## config.mk

```make
export PLATFORM = sky130hd
export DESIGN_NAME = bcd_ascii_streamer
export DESIGN_NICKNAME = d
export VERILOG_FILES = /design/src/rtl/bcd_ascii_streamer.sv
export SDC_FILE = /design/constraint.sdc
export NUM_CORES = 1
export LEC_CHECK = 0
export ABC_AREA = 1
export CORE_ASPECT_RATIO = 1.1
export CORE_MARGIN = 2
export CORE_UTILIZATION = 31
export CTS_BUF_LIST = sky130_fd_sc_hd__clkbuf_4
export CTS_CLUSTER_DIAMETER = 40
export DETAILED_ROUTE_END_ITERATION = 12
export GPL_ROUTABILITY_DRIVEN = 0
export GPL_TIMING_DRIVEN = 0
export SLEW_MARGIN = 30
export SYNTH_ARGS = -nofsm -noshare
export SYNTH_HDL_FRONTEND = slang
export SYNTH_SLANG_ARGS = --single-unit
export TNS_END_PERCENT = 100
```

## constraint.sdc

```tcl
create_clock -name iClock -period 2.5 [get_ports iClock]
set_input_delay 0.5 -clock iClock [delete_from_list [all_inputs] [get_ports iClock]]
set_output_delay 0.5 -clock iClock [all_outputs]
set_load 0.02 [all_outputs]
```

## src/rtl/bcd_ascii_streamer.sv

```systemverilog
// Streams a captured packed-BCD string as ASCII digits, MSD first, followed by CR LF.
// Optional build macro BCD_LZ_BLANK_EN suppresses leading zero digits (a lone '0' is always kept).
module bcd_ascii_streamer #(
    parameter int         pDigits = 4,
    parameter logic [7:0] pCR     = 8'h0D,
    parameter logic [7:0] pLF     = 8'h0A
) (
    input  logic                   iClock,
    input  logic                   iReset,
    input  logic [4*pDigits-1:0]   iBcd,
    input  logic                   iLoad,
    input  logic                   iReady,
    output logic [7:0]             oByte,
    output logic                   oValid,
    output logic                   oBusy,
    output logic                   oDropped
);

    localparam int IW = (pDigits > 1) ? $clog2(pDigits) : 1;

    typedef enum logic [1:0] {
        IDLE,
        DIGIT,
        CR,
        LF
    } state_t;

    state_t                 state;
    logic [4*pDigits-1:0]   digits;
    logic [IW-1:0]          index;
    logic [IW-1:0]          startIdx;
    logic                   transfer;

    function automatic logic [7:0] toAscii(input logic [3:0] nibble);
        return (nibble > 4'd9) ? 8'h3F : (8'h30 + {4'h0, nibble});
    endfunction

    // Index of the first digit to send for the string currently on iBcd
    always_comb begin
        startIdx = IW'(pDigits - 1);
`ifdef BCD_LZ_BLANK_EN
        startIdx = '0;
        for (int k = 0; k < pDigits; k++) begin
            if (iBcd[4*k +: 4] != 4'd0) begin
                startIdx = IW'(k);
            end
        end
`endif
    end

    assign transfer = oValid && iReady;

    // Outputs are registered so the next byte is prepared on the same edge that consumes the current one
    always_ff @(posedge iClock or posedge iReset) begin
        if (iReset) begin
            state    <= IDLE;
            digits   <= '0;
            index    <= '0;
            oByte    <= 8'h00;
            oValid   <= 1'b0;
            oBusy    <= 1'b0;
            oDropped <= 1'b0;
        end else begin
            oDropped <= iLoad && (state != IDLE);
            case (state)
                IDLE: begin
                    if (iLoad) begin
                        digits <= iBcd;
                        index  <= startIdx;
                        oByte  <= toAscii(iBcd[{startIdx, 2'b00} +: 4]);
                        oValid <= 1'b1;
                        oBusy  <= 1'b1;
                        state  <= DIGIT;
                    end
                end
                DIGIT: begin
                    if (transfer) begin
                        if (index == '0) begin
                            oByte <= pCR;
                            state <= CR;
                        end else begin
                            index <= index - 1'b1;
                            oByte <= toAscii(digits[{index - 1'b1, 2'b00} +: 4]);
                        end
                    end
                end
                CR: begin
                    if (transfer) begin
                        oByte <= pLF;
                        state <= LF;
                    end
                end
                LF: begin
                    if (transfer) begin
                        oByte  <= 8'h00;
                        oValid <= 1'b0;
                        oBusy  <= 1'b0;
                        state  <= IDLE;
                    end
                end
                default: begin
                    state  <= IDLE;
                    oValid <= 1'b0;
                    oBusy  <= 1'b0;
                end
            endcase
        end
    end

endmodule
```

; ---- After elaboration in Yosys (flattened, before gate mapping)
; Cells that the tools add are included.
[op_classes]
n_eq_ne = 9
addsub = 3
mux = 21
reduce_logical = 12
magnitude_cmp = 2
n_shift = 1
[ops]
columns = op, n
row1 = 2-to-1 mux 8 bit, 4
row2 = case mux 8 bit (4 select lines), 1
row3 = 2-to-1 mux 7 bit, 3
row4 = 2-to-1 mux 2 bit, 8
row5 = indexed part select 16 x 5 -> 4 bit, 1
row6 = "adder 6 x 4 -> 7 bit, first input constant", 2
row7 = "inequality test 2 bit, second input constant", 6
row8 = "> comparator 4 bit, second input constant", 2
row9 = case mux 2 bit (4 select lines), 1
row10 = AND reduction 4 bit, 2
row11 = nonzero test 2 bit, 3
row12 = AND reduction 5 bit, 1
row13 = "equality test 2 bit, second input constant", 2
row14 = logical NOT 2 bit, 2
row15 = case mux 2 bit (2 select lines), 1
row16 = AND reduction 3 bit, 1
row17 = "equality test 2 x 1 -> 1 bit, second input constant", 1
row18 = logical AND 1 bit, 2
row19 = 2-to-1 mux 1 bit, 2
row20 = case mux 1 bit (2 select lines), 1
row21 = AND reduction 2 bit, 1
row22 = "subtractor 2 x 1 -> 2 bit, second input constant", 1
[totals]
output_inout_bits = 11
register_bits = 30
wordCells = 54
in_bits = 20

; ---- Longest topological paths before layout
; Gate-level depths: netlist of the first run.
[depth]
word_depth = 7
mapped_depth = 11
mapped_depth_nobuf = 10

; ---- Worst setup path after synthesis of the first run
; No wires, ideal clock.
[synth_timing]
path_type = register to register
startpoint = register index[0]
endpoint = register oByte[2]
n_path_buf = 1
arrival_time_ps = 1408
setup_time_ps = 120
required_ps = 2380
synth_period_minus_slack_ps = 1528
path_stages_with_launch = 12
slack_ps = 972
path_cell_list = dfrtp_1 > buf_6 > inv_8 > ha_1 > inv_1 > nand3_1 > nand2_2 > inv_1 > nand2_1 > nand2_1 > nand2_1 > a21oi_2
[synth_via]
elab_chain_len = 7
elab_cells_between_ends = 9
cone_classes = add/sub (2) / order compare (1) / shift (1) / mux (4) / reduce/logical (1)
[synth_lines]
columns = element, line_no
row1 = from (decl), 30  ; logic [IW-1:0] index;
row2 = from (signal assigned), 69  ; index <= startIdx;
row3 = from (signal assigned), 82  ; index <= index - 1'b1;
row4 = subtractor 2 x 1 -> 2 bit, 83  ; oByte <= toAscii(digits[{index - 1'b1, 2'b00} +: 4]);
row5 = indexed part select 16 x 5 -> 4 bit, 83
row6 = adder 6 x 4 -> 7 bit / > comparator 4 bit (equally long branches), 35  ; return (nibble > 4'd9) ? 8'h3F : (8'h30 + {4'h0, nibble});
row7 = 2-to-1 mux 7 bit, 35
row8 = 2-to-1 mux 7 bit (*), 78  ; if (index == '0) begin
row9 = 2-to-1 mux 8 bit (*), 77  ; if (transfer) begin
row10 = case mux 8 bit (4 select lines) (*), 65  ; case (state)
row11 = to (signal assigned), 70  ; oByte <= toAscii(iBcd[{startIdx, 2'b00} +: 4]);
row12 = to (signal assigned), 79  ; oByte <= pCR;
row13 = to (signal assigned), 83
row14 = to (decl), 13  ; output logic [7:0] oByte,
; Mark *: on every way between the ends. The rest lies on a longest branch, timed or not. The select of a mux whose other input is x is not followed.
; A chain may end at the register's enable or synchronous reset.

==> flow_summary.toml, run 1 <==
[clocking]
clkLatencyLatePin_ns = 0.35
cts_setup_buffers = 0
htree_levels = 1
cts_sinks = 27
ctsResizeCount = 0
clk_pin_slew_ns = 0.17
cts_root_buf = "clkbuf_4"
clk_path_buf_depth = 2
cts_tree = "done"
cts_buffers = 3
holdBufCountCts = 0

[floorplanning]
core_area_um2 = 4684
ios = 31
start_util_pct = 32.45
die_w_um = 70.77
chipHeight_um = 77.45
die_area_um2 = 5481
row_count = 26

[yosys]
syn_area_per_cell_um2 = 9.158
synth_edf_count = 0
synth_common_cells = "nand2_1, dfrtp_1, inv_1, o21ai_0"
synth-async-reset-ratio_pct = 100.0
yosysSeqAreaShare_pct = 44.44
synth_seq_cells = 27
syn_area_um2 = 1520
yosysTopAreaCellShare_pct = 44.44
synthTopCellsByArea = "dfrtp_1, nand2_1, mux2_4"
synth_cell_types = 26
synth_area_leader_cell = "dfrtp_1"
syn-instance-count = 166
synth_top_flop_cell = "dfrtp_1"
synth_warnings = 0
synth_most_common_cell = "nand2_1"

[sta]
finalCritPeriodShare_pct = 80.54
slew_headroom_pct = 61.60
fin_crit_ns = 2.014
rsz0062_at_grt = "false"
drv_slew = 0
finalSetupViolCount = 0
fin_skew_ns = 0.01998
tns_ns = 0
clock.fmax_mhz = 496.6
hold_violations = 0
layout_setup_ws_ns = 0.4864
worst_pin_slew_ns = 0.5751

[run_status]
outcome = "finished clean"

[grt]
antenna_found_initial = 0
grt_pass1_wl_um = 5188
grt_usage_pct = 11.86
grt_overflow = 0
grt_pass1_vias = 1110
grt_max_degree = 28

[final_layout]
final_nets = 225
nFillCells = 501
fin_util_pct = 40.68
diodes = 0
area_growth_pct = 25.35
seq_area_um2 = 675.6
layout-drive-gt1-share_pct = 19.60
multi_input_area_um2 = 704.4
fin_area_um2 = 1906

[drt]
routed_wl_um = 3018
ant_nets = 0
num_vias = 1166
drtIter0Drc = 54
drc = 0
drtPass1Iterations = 4
vias_per_cell = 4.573
drt-wirelength-per-cell_um = 11.84

[power]
power_mw = 2.604
leakage_nw = 0.9414
powerDensity_nw_per_um2 = 1367
vdd_ir_drop_max_mv = 0.4788

[worst_setup_path]
arrival_ns = 1.51
reg2regPathDepth = 11
critPathMaxFanout = 6
slowest_delay_ns = 0.59
crit_family = "buffers and inverters"
r2r-start = "index[0]"
cp.required_ns = 2.00
critPathKind = "reg -> out"
crit_buf_inv = 2
critPathCaptureType = "output pin"
crit_path_start_kind = "register"
slowest_stage = "clkdlybuf4s50_1"
ff2ff_setup_slack_ns = 0.71
rr_endpoint = "oByte[2]"
crit_chain = "buf_4, clkdlybuf4s50_1"

[flow_run]
drv_cap = 0

[placement]
portBuffers = 28
place_ws_ns = 0.6369
dpl_cell_area_um2 = 1874
place_hpwl_um = 2264

[hold_path]
hp-class = "in -> async"
[cell usage in the layout, fill, tap and decap left out, types with 2 or more instances in the layout]
master           instances
nand2_1                 43
clkdlybuf4s50_1         28
dfrtp_1                 27
inv_1                   14
o21ai_0                 11
nor2_1                  10
mux2_4                  10
a21oi_1                  6
nand3_1                  6
ha_1                     5
o21ai_1                  4
buf_4                    4
buf_6                    3
inv_2                    3
nand2_2                  3
nand3_2                  3
a21oi_2                  3
clkbuf_4                 3
nor2_4                   2
conb_1                   2
[state kept, by name, indices dropped and copies added (netlist names)]
| signal | count |
|---|---|
| state | 2 |
| oByte | 5 |
| oBusy | 1 |
| index | 2 |
| digits | 16 |
| oDropped | 1 |
[cell type report]
class	count	share of cell area, %
multi-input combinational	114	36.97
sequential	27	35.46
timing repair buffer	28	14.71
inverter	18	3.940
tap	56	3.677
buffer	8	3.611
clock buffer	3	1.182
clock inverter	1	0.4596
[cells by family (layout without fill, tap and decap cells)]
kind of cell | after synthesis | in the layout | share of synthesized area [%]
AND/OR/NAND/NOR | 69 | 69 | 20.91
multiplexers | 11 | 11 | 10.62
flip-flops | 27 | 27 | 44.44
other | 1 | 2 | 0.2467
adder cells (fa/ha/maj) | 5 | 5 | 4.115
buffers and inverters | 26 | 58 | 9.464
AO/OA/AOI/OAI | 27 | 27 | 10.21
[routing by layer]
metal	vias to the layer above	track usage (%)	routed length, um
met5	-	0	0
met4	0	5.660	78
met3	5	1.558	129
met2	31	17.76	1338
met1	535	16.82	1472
li1	595	-	-
[worst max path at each step]
stage / endpoint / slack (ns) / depth (start not counted) / startpoint
detailed placement: oByte[0] / 0.64 / 8 / iLoad
global placement: oByte[0] / 0.64 / 8 / iLoad
global route: oValid / 0.43 / 2 / oBusy
CTS: oValid / 0.47 / 2 / oBusy
floorplan: oByte[2] / 0.97 / 11 / index[0]
finish: oValid / 0.49 / 2 / oBusy
[power breakdown]
group	internal, mW	switching [mW]
clock	0.0655	0.143
combinational	0.724	0.887
sequential	0.659	0.126
total	1.45	1.16
[metrics by stage]
step	hold slack [ns]	instances
after floorplan	0.4455	167
after global placement	0.4703	251
after detailed placement	0.4689	251
after CTS	0.5057	255
after global routing	0.5474	255
final	0.4976	255
No activity file was read; power rests on OpenSTA's default activity.
==> run 2, diff against run 1 <==
==> constraint.sdc (replaced) <==
create_clock -name iClock -period 2 [get_ports iClock]
set_input_delay 0.4 -clock iClock [delete_from_list [all_inputs] [get_ports iClock]]
set_output_delay 0.4 -clock iClock [all_outputs]
set_load 0.02 [all_outputs]
==> results of run 2 <==
The final DEF is identical to that of run 1. Status: finished clean.
Main changes from that run: setup slack after placement 0.6369 ns -> 0.2369 ns; setup slack after layout 0.4864 ns -> 0.08639 ns; hold slack 0.4976 ns -> 0.3976 ns; register-to-register setup slack 0.71 ns -> 0.21 ns; total power 2.604 mW -> 3.255 mW; worst IR drop on VDD 0.4788 mV -> 0.5985 mV
==> run 3, diff against run 2 <==
--- a/config.mk
+++ b/config.mk
@@ -14,6 +14,7 @@
 export DETAILED_ROUTE_END_ITERATION = 12
 export GPL_ROUTABILITY_DRIVEN = 0
 export GPL_TIMING_DRIVEN = 0
+export PLACE_DENSITY = 0.54
 export SLEW_MARGIN = 30
 export SYNTH_ARGS = -nofsm -noshare
 export SYNTH_HDL_FRONTEND = slang
==> run 3 against run 2 <==
  * Maximum frequency is essentially flat
  * Clock power shrank 4%
  * Clock-buffer cell count unchanged
  * Cell count unchanged
  * Highest routed layer unchanged
==> flow_summary.toml, run 3 (synthesized netlist as in run 1, its figures left out) <==
[run_status]
outcome = "finished clean"

[power]
swShare_pct = 43.75
power_frac_clock_pct = 7.8
combPwrFrac_pct = 61.8
p_int_mw = 1.803
vdd_ir_drop_max_mv = 0.5348
powerDensity_nw_per_um2 = 1686
switchingPower_mw = 1.402
leakage_nw = 0.9408
p_seq_share_pct = 30.4

[grt]
grt_overflow = 0
grt_pass1_wl_um = 5181
antenna_found_initial = 0
grt_pass1_vias = 1136
grt_max_degree = 28
grt_usage_pct = 11.69

[clocking]
clkLatencyLatePin_ns = 0.34
clk_pin_slew_ns = 0.15
cts_setup_buffers = 0
cts_buffers = 3
ctsResizeCount = 0
holdBufCountCts = 0
cts_tree = "done"
cts_sinks = 27
clk_path_buf_depth = 2
cts_root_buf = "clkbuf_4"
htree_levels = 1

[final_layout]
layout-drive-gt1-share_pct = 19.60
layout_commonest_cell = "nand2_1"
area_growth_pct = 25.10
diodes = 0
final_nets = 225
largest_reg_flops = 16
regMostFlops = "digits"
reg.largest.list = "digits: 16 flops, oByte: 5 flops"
final_cell_mix = "nand2_1, clkdlybuf4s50_1, dfrtp_1, inv_1, o21ai_0"

[drt]
drt-wirelength-per-cell_um = 11.38
vias_per_cell = 4.475
num_vias = 1141
routed_wl_um = 2902
drtIter0Drc = 49
drc = 0
drtPass1Iterations = 4
ant_nets = 0

[sta]
worst_pin_slew_ns = 0.5585
holdWs_ns = 0.4029
tns_ns = 0
drv_slew = 0
rsz0062_at_grt = "false"
slew_headroom_pct = 62.71
finalSetupViolCount = 0
fin_skew_ns = 0.003123
finalCritPeriodShare_pct = 95.59
clock.fmax_mhz = 523.1
fin_crit_ns = 1.912
hold_violations = 0

[floorplanning]
start_util_pct = 32.45
core_area_um2 = 4684
chipHeight_um = 77.45
die_w_um = 70.77
ios = 31
die_area_um2 = 5481
row_count = 26

[worst_setup_path]
cp.required_ns = 1.60
crit_chain = "buf_4, clkdlybuf4s50_1"
critPathCaptureType = "output pin"
slowest_stage = "clkdlybuf4s50_1"
slowest_delay_ns = 0.59
crit_path_start_kind = "register"
critPathKind = "reg -> out"
critPathMaxFanout = 6
arrival_ns = 1.51

[flow_run]
drv_cap = 0

[placement]
place_hpwl_um = 2177
portBuffers = 28

[hold_path]
hp-class = "in -> async"
-- run 3: cell types whose count changed in the layout (fill, tap and decap cells not counted), sizes merged --
cell | before | now
clkinv | 0 | 1
inv | 19 | 18
-- run 3: final cells by class --
cell class              instances  area (um2)
well taps                      56       70.07
repair buffers                 28       280.3
clock inverters                 1       5.005
flip-flops and latches         27       675.6
fillers                       497        2783
clock buffers                   3       22.52
plain buffers                   8       68.82
multi-input cells             114       704.4
inverters                      18       75.07
-- run 3: metal layers --
layer	track usage, %	up-vias	routed length [um]
met2	16.92	32	1238
met4	5.660	0	70
li1	-	594	-
met5	0	-	0
met1	16.98	510	1450
met3	1.688	5	144
-- run 3: worst max-delay path, delay by kind of cell (launching register included) --
| kind | cells | cell delay (ns) |
|---|---|---|
| buf+inv | 2 | 0.72 |
| flops | 1 | 0.45 |
-- run 3: power groups by stage --
stage          Combinational (mW)  Clock [mW]  Sequential, mW
6_report                     1.98       0.251           0.974
5_1_grt                      2.27       0.283            1.01
4_1_cts                      2.03       0.262           0.979
3_5_place_dp                 2.02           0           0.992
3_3_place_gp                 2.00           0           0.988
2_1_floorplan                1.46           0            1.04
-- run 3: per-stage QoR --
| step | std cells | setup slack [ns] | area (um2) | util (%) | power (mW) |
|---|---|---|---|---|---|
| final | 255 | 0.08814 | 1902 | 40.60 | 3.206 |
| after global routing | 255 | 0.01263 | 1902 | 40.60 | 3.563 |
| after CTS | 255 | 0.07027 | 1902 | 40.60 | 3.270 |
| after detailed placement | 251 | 0.2453 | 1874 | 40.01 | 3.008 |
| after global placement | 251 | 0.2386 | 1874 | 40.01 | 2.988 |
| after floorplan | 167 | 0.4723 | 1524 | - | 2.494 |
-- run 3: path summary, 6_finish.rpt --
check | from | endpoint | slack [ns] | cells past startpoint
max reg2reg | index[0] | oByte[2] | 0.27 | 11
min reg2reg | oByte[1] | oByte[1] | 0.51 | 2
min in group iClock | oByte[1] | oByte[1] | 0.51 | 2
max | oBusy | oValid | 0.09 | 2
min | iReset | digits[5] | 0.40 | 2
max in group asynchronous | iReset | oByte[2] | 1.23 | 2
